--- config.mk ---
export PLATFORM = sky130hd
export DESIGN_NAME = bin2bcd_seq_ctrl
export DESIGN_NICKNAME = d
export VERILOG_FILES = /design/src/rtl/bcd_pkg.sv /design/src/rtl/seg7_dec.sv /design/src/rtl/bin2bcd_seq_ctrl.sv
export SDC_FILE = /design/constraint.sdc
export NUM_CORES = 1
export LEC_CHECK = 0
export ABC_AREA = 1
export BUFFER_PORTS_ARGS = -buffer_cell sky130_fd_sc_hd__buf_2
export CAP_MARGIN = 5
export CORE_AREA = 4 4 93 95
export DETAILED_ROUTE_END_ITERATION = 7
export DIE_AREA = 0 0 97 99
export MAX_ROUTING_LAYER = met4
export PLACE_DENSITY = 0.63
export SLEW_MARGIN = 5
export SYNTH_ARGS = -nofsm -noshare
export SYNTH_HDL_FRONTEND = slang
export SYNTH_SLANG_ARGS = --single-unit
--- constraint.sdc ---
create_clock -name CLOCK_50 -period 3.1 [get_ports CLOCK_50]
set_input_delay 0.62 -clock CLOCK_50 [delete_from_list [all_inputs] [get_ports CLOCK_50]]
set_output_delay 0.62 -clock CLOCK_50 [all_outputs]
set_load 0.01 [all_outputs]
--- src/rtl/bcd_pkg.sv ---
// Shared definitions for the sequential binary-to-BCD converter:
// FSM state encoding, iteration constants and seven-segment patterns.
package bcd_pkg;

    typedef enum logic [1:0] {
        ST_IDLE  = 2'd0,
        ST_SHIFT = 2'd1,
        ST_DONE  = 2'd2
    } state_t;

    localparam int OP_W   = 8;   // binary operand width
    localparam int BCD_W  = 12;  // three BCD digits
    localparam int WORK_W = 20;  // {bcd, binary} double-dabble register

    // Counter value of the final double-dabble step (8 steps: 0..7).
    localparam logic [2:0] LAST_STEP = 3'd7;

    // Active-low segments ordered {g,f,e,d,c,b,a}.
    localparam logic [6:0] SEG_0     = 7'b1000000;
    localparam logic [6:0] SEG_1     = 7'b1111001;
    localparam logic [6:0] SEG_2     = 7'b0100100;
    localparam logic [6:0] SEG_3     = 7'b0110000;
    localparam logic [6:0] SEG_4     = 7'b0011001;
    localparam logic [6:0] SEG_5     = 7'b0010010;
    localparam logic [6:0] SEG_6     = 7'b0000010;
    localparam logic [6:0] SEG_7     = 7'b1111000;
    localparam logic [6:0] SEG_8     = 7'b0000000;
    localparam logic [6:0] SEG_9     = 7'b0010000;
    localparam logic [6:0] SEG_BLANK = 7'b1111111;

endpackage

--- src/rtl/seg7_dec.sv ---
// Seven-segment decoder for one BCD digit, with a blanking control.
// Non-decimal codes show blank so a corrupted digit never lights a glyph.
module seg7_dec
    import bcd_pkg::*;
(
    input  logic [3:0] digit_i,
    input  logic       blank_i,
    output logic [6:0] seg_o
);

    // Pure lookup from digit to active-low segment pattern.
    always_comb begin
        seg_o = SEG_BLANK;
        if (!blank_i) begin
            case (digit_i)
                4'd0:    seg_o = SEG_0;
                4'd1:    seg_o = SEG_1;
                4'd2:    seg_o = SEG_2;
                4'd3:    seg_o = SEG_3;
                4'd4:    seg_o = SEG_4;
                4'd5:    seg_o = SEG_5;
                4'd6:    seg_o = SEG_6;
                4'd7:    seg_o = SEG_7;
                4'd8:    seg_o = SEG_8;
                4'd9:    seg_o = SEG_9;
                default: seg_o = SEG_BLANK;
            endcase
        end
    end

endmodule

--- src/rtl/bin2bcd_seq_ctrl.sv ---
// Sequential 8-bit binary to 3-digit BCD converter (double dabble, one step
// per clock) with registered result and seven-segment display outputs.
module bin2bcd_seq_ctrl
    import bcd_pkg::*;
#(
    parameter bit AUTO  = 1'b1,
    parameter bit BLANK = 1'b0
) (
    input  logic             CLOCK_50,
    input  logic             RESET,
    input  logic [OP_W-1:0]  SW,
    input  logic             START,
    output logic             BUSY,
    output logic             DONE,
    output logic [BCD_W-1:0] BCD,
    output logic [6:0]       HEX0_D,
    output logic [6:0]       HEX1_D,
    output logic [6:0]       HEX2_D
);

    state_t              state_q, state_d;
    logic [WORK_W-1:0]   work_q, work_d;
    logic [2:0]          cnt_q, cnt_d;
    logic [OP_W-1:0]     op_q, op_d;
    logic [OP_W-1:0]     last_q, last_d;
    logic [BCD_W-1:0]    bcd_q, bcd_d;

    logic [WORK_W-1:0]   work_adj;
    logic [WORK_W-1:0]   work_step;
    logic                trigger;

    // One double-dabble step: correct each BCD nibble >= 5 by +3, then shift.
    // The binary part below bit 8 passes through unchanged before the shift.
    assign work_adj[7:0] = work_q[7:0];
    generate
        for (genvar gi = 0; gi < 3; gi++) begin : g_nib
            assign work_adj[8 + 4*gi +: 4] = (work_q[8 + 4*gi +: 4] >= 4'd5)
                                           ? work_q[8 + 4*gi +: 4] + 4'd3
                                           : work_q[8 + 4*gi +: 4];
        end
    endgenerate
    assign work_step = work_adj << 1;

    assign trigger = START || (AUTO && (SW != last_q));

    // State and datapath registers; reset aborts any conversion in flight.
    always_ff @(posedge CLOCK_50 or posedge RESET) begin
        if (RESET) begin
            state_q <= ST_IDLE;
            work_q  <= '0;
            cnt_q   <= '0;
            op_q    <= '0;
            last_q  <= '0;
            bcd_q   <= '0;
        end else begin
            state_q <= state_d;
            work_q  <= work_d;
            cnt_q   <= cnt_d;
            op_q    <= op_d;
            last_q  <= last_d;
            bcd_q   <= bcd_d;
        end
    end

    // Next-state and datapath control.
    // The result and last operand are written on the edge that enters DONE,
    // so the new BCD is already visible during the DONE pulse cycle.
    always_comb begin
        state_d = state_q;
        work_d  = work_q;
        cnt_d   = cnt_q;
        op_d    = op_q;
        last_d  = last_q;
        bcd_d   = bcd_q;
        case (state_q)
            ST_IDLE: begin
                if (trigger) begin
                    work_d  = {{(WORK_W-OP_W){1'b0}}, SW};
                    op_d    = SW;
                    cnt_d   = '0;
                    state_d = ST_SHIFT;
                end
            end
            ST_SHIFT: begin
                work_d = work_step;
                cnt_d  = cnt_q + 3'd1;
                if (cnt_q == LAST_STEP) begin
                    bcd_d   = work_step[WORK_W-1:OP_W];
                    last_d  = op_q;
                    state_d = ST_DONE;
                end
            end
            ST_DONE: begin
                state_d = ST_IDLE;
            end
            default: begin
                state_d = ST_IDLE;
            end
        endcase
    end

    assign BUSY = (state_q != ST_IDLE);
    assign DONE = (state_q == ST_DONE);
    assign BCD  = bcd_q;

    // Display decode reads only the registered result.
    logic blank2, blank1;
    assign blank2 = BLANK && (bcd_q[11:8] == 4'd0);
    assign blank1 = BLANK && (bcd_q[11:8] == 4'd0) && (bcd_q[7:4] == 4'd0);

    seg7_dec u_hex0 (.digit_i(bcd_q[3:0]),  .blank_i(1'b0),   .seg_o(HEX0_D));
    seg7_dec u_hex1 (.digit_i(bcd_q[7:4]),  .blank_i(blank1), .seg_o(HEX1_D));
    seg7_dec u_hex2 (.digit_i(bcd_q[11:8]), .blank_i(blank2), .seg_o(HEX2_D));

endmodule

# Word-level counts from Yosys, hierarchy flattened
# Memories as Yosys holds them, arrays and structs flattened.
# Cells that the tools add are included.
[op_classes]
add_sub_neg = 4
order_cmp = 3
n_eq_ne = 6
n_mux = 10
reduce_logical = 8
[op_table]
columns = ["cell", "count"]
rows = [
  ["20-bit one-hot mux with 2 select lines", 1],
  ["20-bit two-way mux", 1],
  ["4-bit by 3-bit greater-or-equal comparator with 1-bit output, second input constant", 3],
  ["4-bit by 2-bit adder with 4-bit output, second input constant", 2],
  ["4-bit two-way mux", 2],
  ["8-bit != test", 1],
  ["2-bit AND reduction", 4],
  ["3-bit two-way mux", 2],
  ["3-bit one-hot mux with 2 select lines", 1],
  ["2-bit two-way mux", 2],
  ["2-bit != test, second input constant", 2],
  ["2-bit one-hot mux with 2 select lines", 1],
  ["2-bit nonzero test", 2],
  ["3-bit by 1-bit adder with 3-bit output, second input constant", 1],
  ["3-bit by 2-bit adder with 3-bit output, second input constant", 1],
  ["3-bit == test, second input constant", 1],
  ["2-bit by 1-bit == test with 1-bit output, second input constant", 1],
  ["2-bit == test, second input constant", 1],
  ["2-bit zero test", 1],
  ["1-bit logical OR", 1],
]
[word_totals]
reg_bits = 53
rom_bits = 336
input_bits = 11
output_inout_bits = 35
wordCells = 40
n_memories = 3
[mem_list]
columns = ["memory", "depth", "word_bits", "read_ports", "rd_ports_with_merged_regs", "wr", "line", "source"]
rows = [
  ["(no name shown)", 16, 7, 1, 0, 0, "seg7_dec.sv:15", "case (digit_i)"],
  ["(no name shown)", 16, 7, 1, 0, 0, "seg7_dec.sv:15", ""],
  ["(no name shown)", 16, 7, 1, 0, 0, "seg7_dec.sv:15", ""],
]

# Longest topological paths before layout
# Gate-level depths: netlist (run 1).
[depth]
depth_word = 4
depth_mapped = 12
mapped_depth_nobuf = 11

# By module
# From an unflattened synthesis (run 1), not the netlist that was laid out.
[hier_totals]
hier_cells = 422
area_unflattened_um2 = 3233.1
[modules_own_cells]
columns = ["mod", "n_inst", "cells_each", "area_each_um2", "seq_area_each_um2"]
rows = [
  ["bin2bcd_seq_ctrl", 1, 311, 2616.3, 1326.3],
  ["seg7_dec at u_hex0 ...", 2, 37, 203.9, 0.0],
  ["seg7_dec at u_hex1", 1, 37, 209.0, 0.0],
]

# Worst setup path after synthesis (run 1)
# OpenSTA, ideal clock, no wires.
[synth_timing]
path_kind = "register to output"
from = "register bcd_q[4], in the netlist BCD[4]"
to = "output port HEX1_D[3]"
arrival_time_ps = 1210
required_time_ps = 2480
path_slack_ps = 1270
path_stages_with_launch = 6
n_path_buf = 0
cell_sequence = "dfrtp_1 > inv_1 > ha_1 > nand2_1 > inv_1 > o21ai_0"
[synth_via]
elab_chain_len = 1
[synth_rtl]
columns = ["element", "line", "source"]
rows = [
  ["start: declaration", "bin2bcd_seq_ctrl.sv:26", "logic [BCD_W-1:0] bcd_q, bcd_d;"],
  ["start signal: assignment", "bin2bcd_seq_ctrl.sv:54", "bcd_q <= '0;"],
  ["start signal: assignment", "bin2bcd_seq_ctrl.sv:61", "bcd_q <= bcd_d;"],
  ["memory 16 x 7 bit", "-", ""],
  ["end: declaration", "bin2bcd_seq_ctrl.sv:17", "output logic [6:0] HEX1_D,"],
]
# No other way between the ends.

# Final worst setup path (run 1)
[layout_timing]
from = "register bcd_q[6], in the netlist BCD[6]"
to = "output port HEX1_D[5]"
# Same word-level chain as after synthesis.

==> metrics.csv, run 1 <==
metric,value,unit
worst hold margin,262.3,ps
number of diodes,0,
CP startpoint kind,register,
YS warnings,0,
largest net degree at the start of global routing,33,
Adder-Cell Fraction of Synth Area,9.446,%
# setup viols final,0,
most numerous cell in the Yosys netlist,nand2_1,
"Primary FF master, synth",dfrtp_1,
actual slew at the worst max-slew pin,871.3,ps
crit path max fanout,10,
Total GRT Usage,13.50,%
first-pass GRT wire length,10.79,mm
clk sinks,53,
min cycle time layout,2196,ps
switching fraction of total power,45.77,%
H-tree depth,2,
cts bufs inserted,5,
crit end category,output port,
Initial Util,39.43,%
power per cell area,1100,mW/mm^2
#FFs+latches synth,53,
final worst slack,904.0,ps
Gate power share,53.4,%
clk_lat worst skew,290,ps
Lkg Pwr,1.903,nW
DP HPWL,4.627,mm
Crit Path Category,reg -> out,
largest family of logic cells by synthesized area,simple AND/OR/NAND/NOR gates,
GRT overflow,0,
Clock Skew,4.466,ps
Die Width,97,um
FMAX,455.4,MHz
max-slew violation count,0,
DR DRC count,0,
DRT antenna net count,0,
initial antenna violation count,0,
final hold vios,0,
vias in the first global route,2416,
Clk pwr share,12.5,%
number of I/O port buffers,45,
vias per std cell,4.720,
cts hold-fix bufs,0,
area share of and/or/nand/nor cells after synthesis,24.44,%
setup TNS after final layout,0,ps
die area,0.009603,sq mm
layout cells sized above 1,15.98,%
CP required,2480,ps
overall power,0.003811,W
fin crit share,70.84,%
final WL,6.188,mm
RSZ-0062 raised after global routing,no,
Ports,46,
row count,32,
P_sw,0.001744,W
Synth Cell Area,0.003047,sq mm
die height,99,um
Worst Hold Class,in -> async,
complex-gate fraction of the synthesized area,11.91,%
clock transition at the registers of the reported paths,90,ps
biggest area consumer among synthesized cells,dfrtp_1,
Syn-to-layout area delta,13.72,%
Synth top cells by count,"nand2_1, o21ai_0, dfrtp_1",
Post-CTS Repair Setup Buffers,0,
sequential power share,34.1,%
syn avg cell area,7.694,sq um
xor and xnor area share after synthesis,1.725,%
CTS root buf,clkbuf_8,
register area share after synthesis,43.53,%
CTS tree,done,
placed cell areas,0.003348,sq mm
asr flop ratio synth,100.0,%
Fill cells,775,
Initial DRT Pass Iterations,4,
status,completed,
vias after detailed routing,2549,
final instance area,0.003465,sq mm
Core Box Area,0.007727,sq mm
clk buf depth,2,
number of flops mapped to enable cells by yosys,0,
nets@finish,471,
Synthesized Nets,430,
Final GP Congestion,0.7735,
top-area cell type share of the netlist area,43.53,%
Int Power,0.002067,W
Max-Cap Viols,0,
1st-iter DRT viols,98,
top post-synthesis cells by area,"dfrtp_1, nand2_1, o21ai_0",
synthesized instance count,396,
Worst Path Arrival,1580,ps
multiplexer share of the synthesized area,0,%
Cell variety after synth,20,
Placement Setup Slack,919.9,ps
worst IR drop on VDD,0.0004010,V
cts repair resizes,0,
DR WL/cell,11.46,um
slew margin rel.,41.85,%
-- worst paths after layout --
kind,startpoint,end,slack [ps],cells past startpoint
max reg2reg,state_q[0],BCD[7],1200,6
max,BCD[6],HEX1_D[5],900,3
min reg2reg,op_q[4],last_q[4],480,2
min,RESET,last_q[7],260,2
max in group asynchronous,RESET,BCD[7],2220,3
min in group CLOCK_50,op_q[4],last_q[4],480,2
-- kinds of logic after synthesis --
kind of cell,after synthesis
xor gates and xnor gates,6
adders and majority gates,23
AOI/OAI and AO/OA,71
buffers and inverters,65
and+or+nand+nor,178
DFF,53
-- layout make-up --
type                    count  area [sq um]  share of cell area, %
clock buffers               7         86.33                  2.492
flip-flops and latches     53          1326                  38.28
multi-input cells         278          1448                  41.78
well taps                 102         127.6                  3.684
inverters                  49         183.9                  5.309
repair buffers             50         262.8                  7.584
clock inverters             1         30.03                 0.8667
-- power by group through the flow --
stage          Combinational, W  Clock (W)  Sequential [W]
4_1_cts                 0.00207   0.000494         0.00130
3_5_place_dp            0.00206          0         0.00131
6_report                0.00203   0.000478         0.00130
3_3_place_gp            0.00201          0         0.00130
5_1_grt                 0.00236   0.000519         0.00135
2_1_floorplan           0.00150          0         0.00125
-- state kept, by name (all words and copies together), names as in the netlist --
name and cells:
BCD 12, cnt_q 3, last_q 8, op_q 8, state_q 2, work_q 20
-- per-layer routing --
metal	vias to the layer above	share of wire (%)	global-route usage, %	wire, um
met5	-	0	-	0
met4	0	0.44	2.268	27
met3	2	4.1	2.619	256
met2	49	46	22.77	2871
met1	1164	49	17.19	3032
li1	1334	-	-	-
-- through the flow --
stage	cells	util [%]
finish	540	44.83
global route	540	44.83
CTS	540	44.83
detailed placement	532	43.33
global placement	532	43.33
floorplan	396	-
-- layout by cell type (no fill, tap or decap) --
master	n
nand2_1	117
o21ai_0	63
dfrtp_1	53
inv_1	46
buf_2	45
nand3_1	38
ha_1	23
nor2_1	13
xor2_1	6
clkbuf_8	6
a21oi_1	5
or2_2	5
buf_4	5
inv_2	3
nor2_2	2
o21bai_1	2
nand2_2	2
nand3_2	1
o211ai_1	1
bufinv_16	1
clkbuf_1	1
-- worst max-delay path: stages, from the launching register on --
cell     delay, ps
dfrtp_1        480
o21ai_0        460
o21ai_0        170
buf_2          170
Note: power is estimated with default switching activity, not from simulation.
==> run 2, diff against run 1 <==
--- a/config.mk
+++ b/config.mk
@@ -12,7 +12,7 @@
 export DETAILED_ROUTE_END_ITERATION = 7
 export DIE_AREA = 0 0 97 99
 export MAX_ROUTING_LAYER = met4
-export PLACE_DENSITY = 0.63
+export PLACE_DENSITY = 0.65
 export SLEW_MARGIN = 5
 export SYNTH_ARGS = -nofsm -noshare
 export SYNTH_HDL_FRONTEND = slang
==> constraint.sdc (replaced) <==
create_clock -name CLOCK_50 -period 1.8 [get_ports CLOCK_50]
set_input_delay 0.36 -clock CLOCK_50 [delete_from_list [all_inputs] [get_ports CLOCK_50]]
set_output_delay 0.36 -clock CLOCK_50 [all_outputs]
set_load 0.01 [all_outputs]
==> run 2 against run 1 <==
The flow now finishes with violations (setup timing). Flip-flop and latch count stayed put. Cell count is 5.9% higher. Via count grew 9.1%. Register-to-register slack worse by 970 ps. Critical path type unchanged.
==> metrics.csv, run 2 (same netlist as run 1, synthesis figures left out) <==
metric,value,unit,change
overall power,0.007692,W,was 0.003811 W
vias in the first global route,2659,,"was 2,416"
layout cells sized above 1,30.85,%,was 15.98%
Critical Path Sink,HEX0_D[0],,was HEX1_D[5]
Core Box Area,0.007727,sq mm,unchanged
sequential power share,29.9,%,was 34.1%
Gate power share,61.5,%,was 53.4%
nets@finish,503,,was 471
critical path's largest stage delay,470,ps,was 480 ps
min cycle time layout,1834,ps,
final hold vios,0,,unchanged
most frequent cells in the layout,"nand2_1, dfrtp_1, buf_2",,"was nand2_1, o21ai_0, dfrtp_1"
max FFs per register,20,,unchanged
cts bufs inserted,5,,unchanged
Reg2Reg Depth,8,,was 6
Critical R2R Launch,work_q[9],,was state_q[0]
max-slew violation count,0,,unchanged
worst r2r dst,work_q[9],,was BCD[7]
Lkg Pwr,2.078,nW,was 1.903 nW
die height,99,um,unchanged
number of diodes,0,,unchanged
final worst slack,-33.53,ps,was 904.0 ps
Ports,46,,unchanged
RSZ-0062 raised after global routing,yes,,was no
Clock Skew,10.15,ps,was 4.466 ps
crit path max fanout,6,,was 10
Max-Cap Viols,0,,unchanged
GRT overflow,0,,unchanged
R2R Setup Slk,230,ps,was 1200 ps
final WL,7.139,mm,was 6.188 mm
DR WL/cell,12.48,um,was 11.46 um
CP Cell Sequence,inv_4 > buf_6 > ha_1 > nor2_1 > o21ai_1 > buf_2,,was o21ai_0 > o21ai_0 > buf_2
failing checks,setup timing,,
setup TNS after final layout,-162.0,ps,was 0 ps
worst IR drop on VDD,0.0007427,V,was 0.0004010 V
vias after detailed routing,2780,,"was 2,549"
crit end category,output port,,unchanged
CP required,1440,ps,was 2480 ps
fin crit share,101.9,%,
Total GRT Usage,15.19,%,was 13.50%
Biggest register,work_q,,unchanged
row count,32,,unchanged
CTS root buf,clkbuf_8,,unchanged
clock transition at the registers of the reported paths,90,ps,about the same
slew margin rel.,63.27,%,was 41.85%
Initial Util,39.43,%,unchanged
Final GP Congestion,0.8308,,was 0.7735
"most common cell after layout, fill and taps aside",nand2_1,,unchanged
FMAX,545.4,MHz,
Worst Hold Class,in -> async,,unchanged
critical path startpoint,BCD[1],,was BCD[6]
clk_lat worst skew,310,ps,was 290 ps
Fill cells,727,,was 775
Syn-to-layout area delta,29.49,%,was 13.72%
CP startpoint kind,register,,unchanged
initial antenna violation count,0,,unchanged
CTS tree,done,,unchanged
clk buf depth,2,,unchanged
largest net degree at the start of global routing,30,,was 33
actual slew at the worst max-slew pin,550.2,ps,was 871.3 ps
Int Power,0.004165,W,was 0.002067 W
# setup viols final,7,,was 0
H-tree depth,2,,unchanged
die area,0.009603,sq mm,unchanged
DRT antenna net count,0,,unchanged
Initial DRT Pass Iterations,4,,unchanged
clk sinks,53,,unchanged
Die Width,97,um,unchanged
DR DRC count,0,,unchanged
DP HPWL,4.752,mm,was 4.627 mm
status,finished with violations,,was completed
number of I/O port buffers,45,,unchanged
Clk pwr share,8.6,%,was 12.5%
1st-iter DRT viols,96,,was 98
first-pass GRT wire length,11.81,mm,was 10.79 mm
vias per std cell,4.860,,was 4.720
Worst Path Arrival,1470,ps,was 1580 ps
Crit Path Category,reg -> out,,unchanged
slowest CP cell,dfrtp_2,,was dfrtp_1
power per cell area,1950,mW/mm^2,was 1100 mW/mm^2
P_sw,0.003527,W,was 0.001744 W
switching fraction of total power,45.86,%,was 45.77%
run 2: cell types whose count changed in the layout (fill, tap and decap cells not counted), moves of 6 or more:
cell,change
o21ai_1,+17
o21ai_0,-25
buf_6,+10
inv_2,+7
ha_1,-12
inv_1,-9
buf_4,+20
ha_4,+7
o21ai_2,+6
run 2: layer usage:
layer / vias to the layer above / share of wire [%] / track usage (%)
met5: - / 0 / -
met4: 0 / 1.3 / 5.292
met3: 8 / 3.6 / 2.548
met2: 43 / 51 / 26.54
met1: 1328 / 45 / 17.69
li1: 1401 / - / -
run 2: how the worst min path moves through the flow:
stage          slack [ps]  cells past startpoint         end
2_1_floorplan         440                      2   last_q[2]
4_1_cts               100                      2  work_q[18]
3_5_place_dp          450                      2   work_q[9]
3_3_place_gp          450                      2      BCD[0]
6_report               80                      2   work_q[8]
5_1_grt               130                      2      BCD[0]
run 2: power by group through the flow:
stage / Combinational, W / Clock (W) / Sequential [W]
after floorplan: 0.00258 / 0 / 0.00216
after global placement: 0.00369 / 0 / 0.00223
after detailed placement: 0.00377 / 0 / 0.00226
after CTS: 0.00408 / 0.000696 / 0.00223
after global routing: 0.00538 / 0.000732 / 0.00237
final: 0.00473 / 0.000664 / 0.00230
run 2: critical path: cells and delay by family, from the launching register on:
family          cells  cell delay [ps]
compound gates      1               80
fa+ha+maj           1              170
buf+inv             3              320
flops               1              470
simple gates        1              120
run 2: cell type report:
class / instances / area (sq um) / share of cell area (%)
timing repair buffer: 82 / 580.6 / 14.72
sequential: 53 / 1333 / 33.78
tap: 102 / 127.6 / 3.235
clock inverter: 2 / 10.01 / 0.2537
multi-input combinational: 278 / 1633 / 41.39
inverter: 49 / 188.9 / 4.789
clock buffer: 6 / 72.57 / 1.840
run 2: per-stage QoR:
stage / cells / setup WS [ps] / hold slack, ps / instance area, sq um / utilization (%)
floorplan: 396 / 153.8 / 442.2 / 3047 / -
global placement: 542 / 228.6 / 452.5 / 3461 / 44.79
detailed placement: 542 / 198.6 / 448.2 / 3461 / 44.79
CTS: 564 / -32.00 / 101.1 / 3681 / 47.64
global route: 572 / -110.2 / 130.5 / 3945 / 51.05
finish: 572 / -33.53 / 84.09 / 3945 / 51.05
run 2: timing repair:
action | 4_1_cts | 5_1_grt
endpoints found under the setup margin | 15 | 21
resized for setup | 23 | 66
pin swaps | 5 | 18
hold buffers | 0 | 0
buffers inserted | 14 | 8
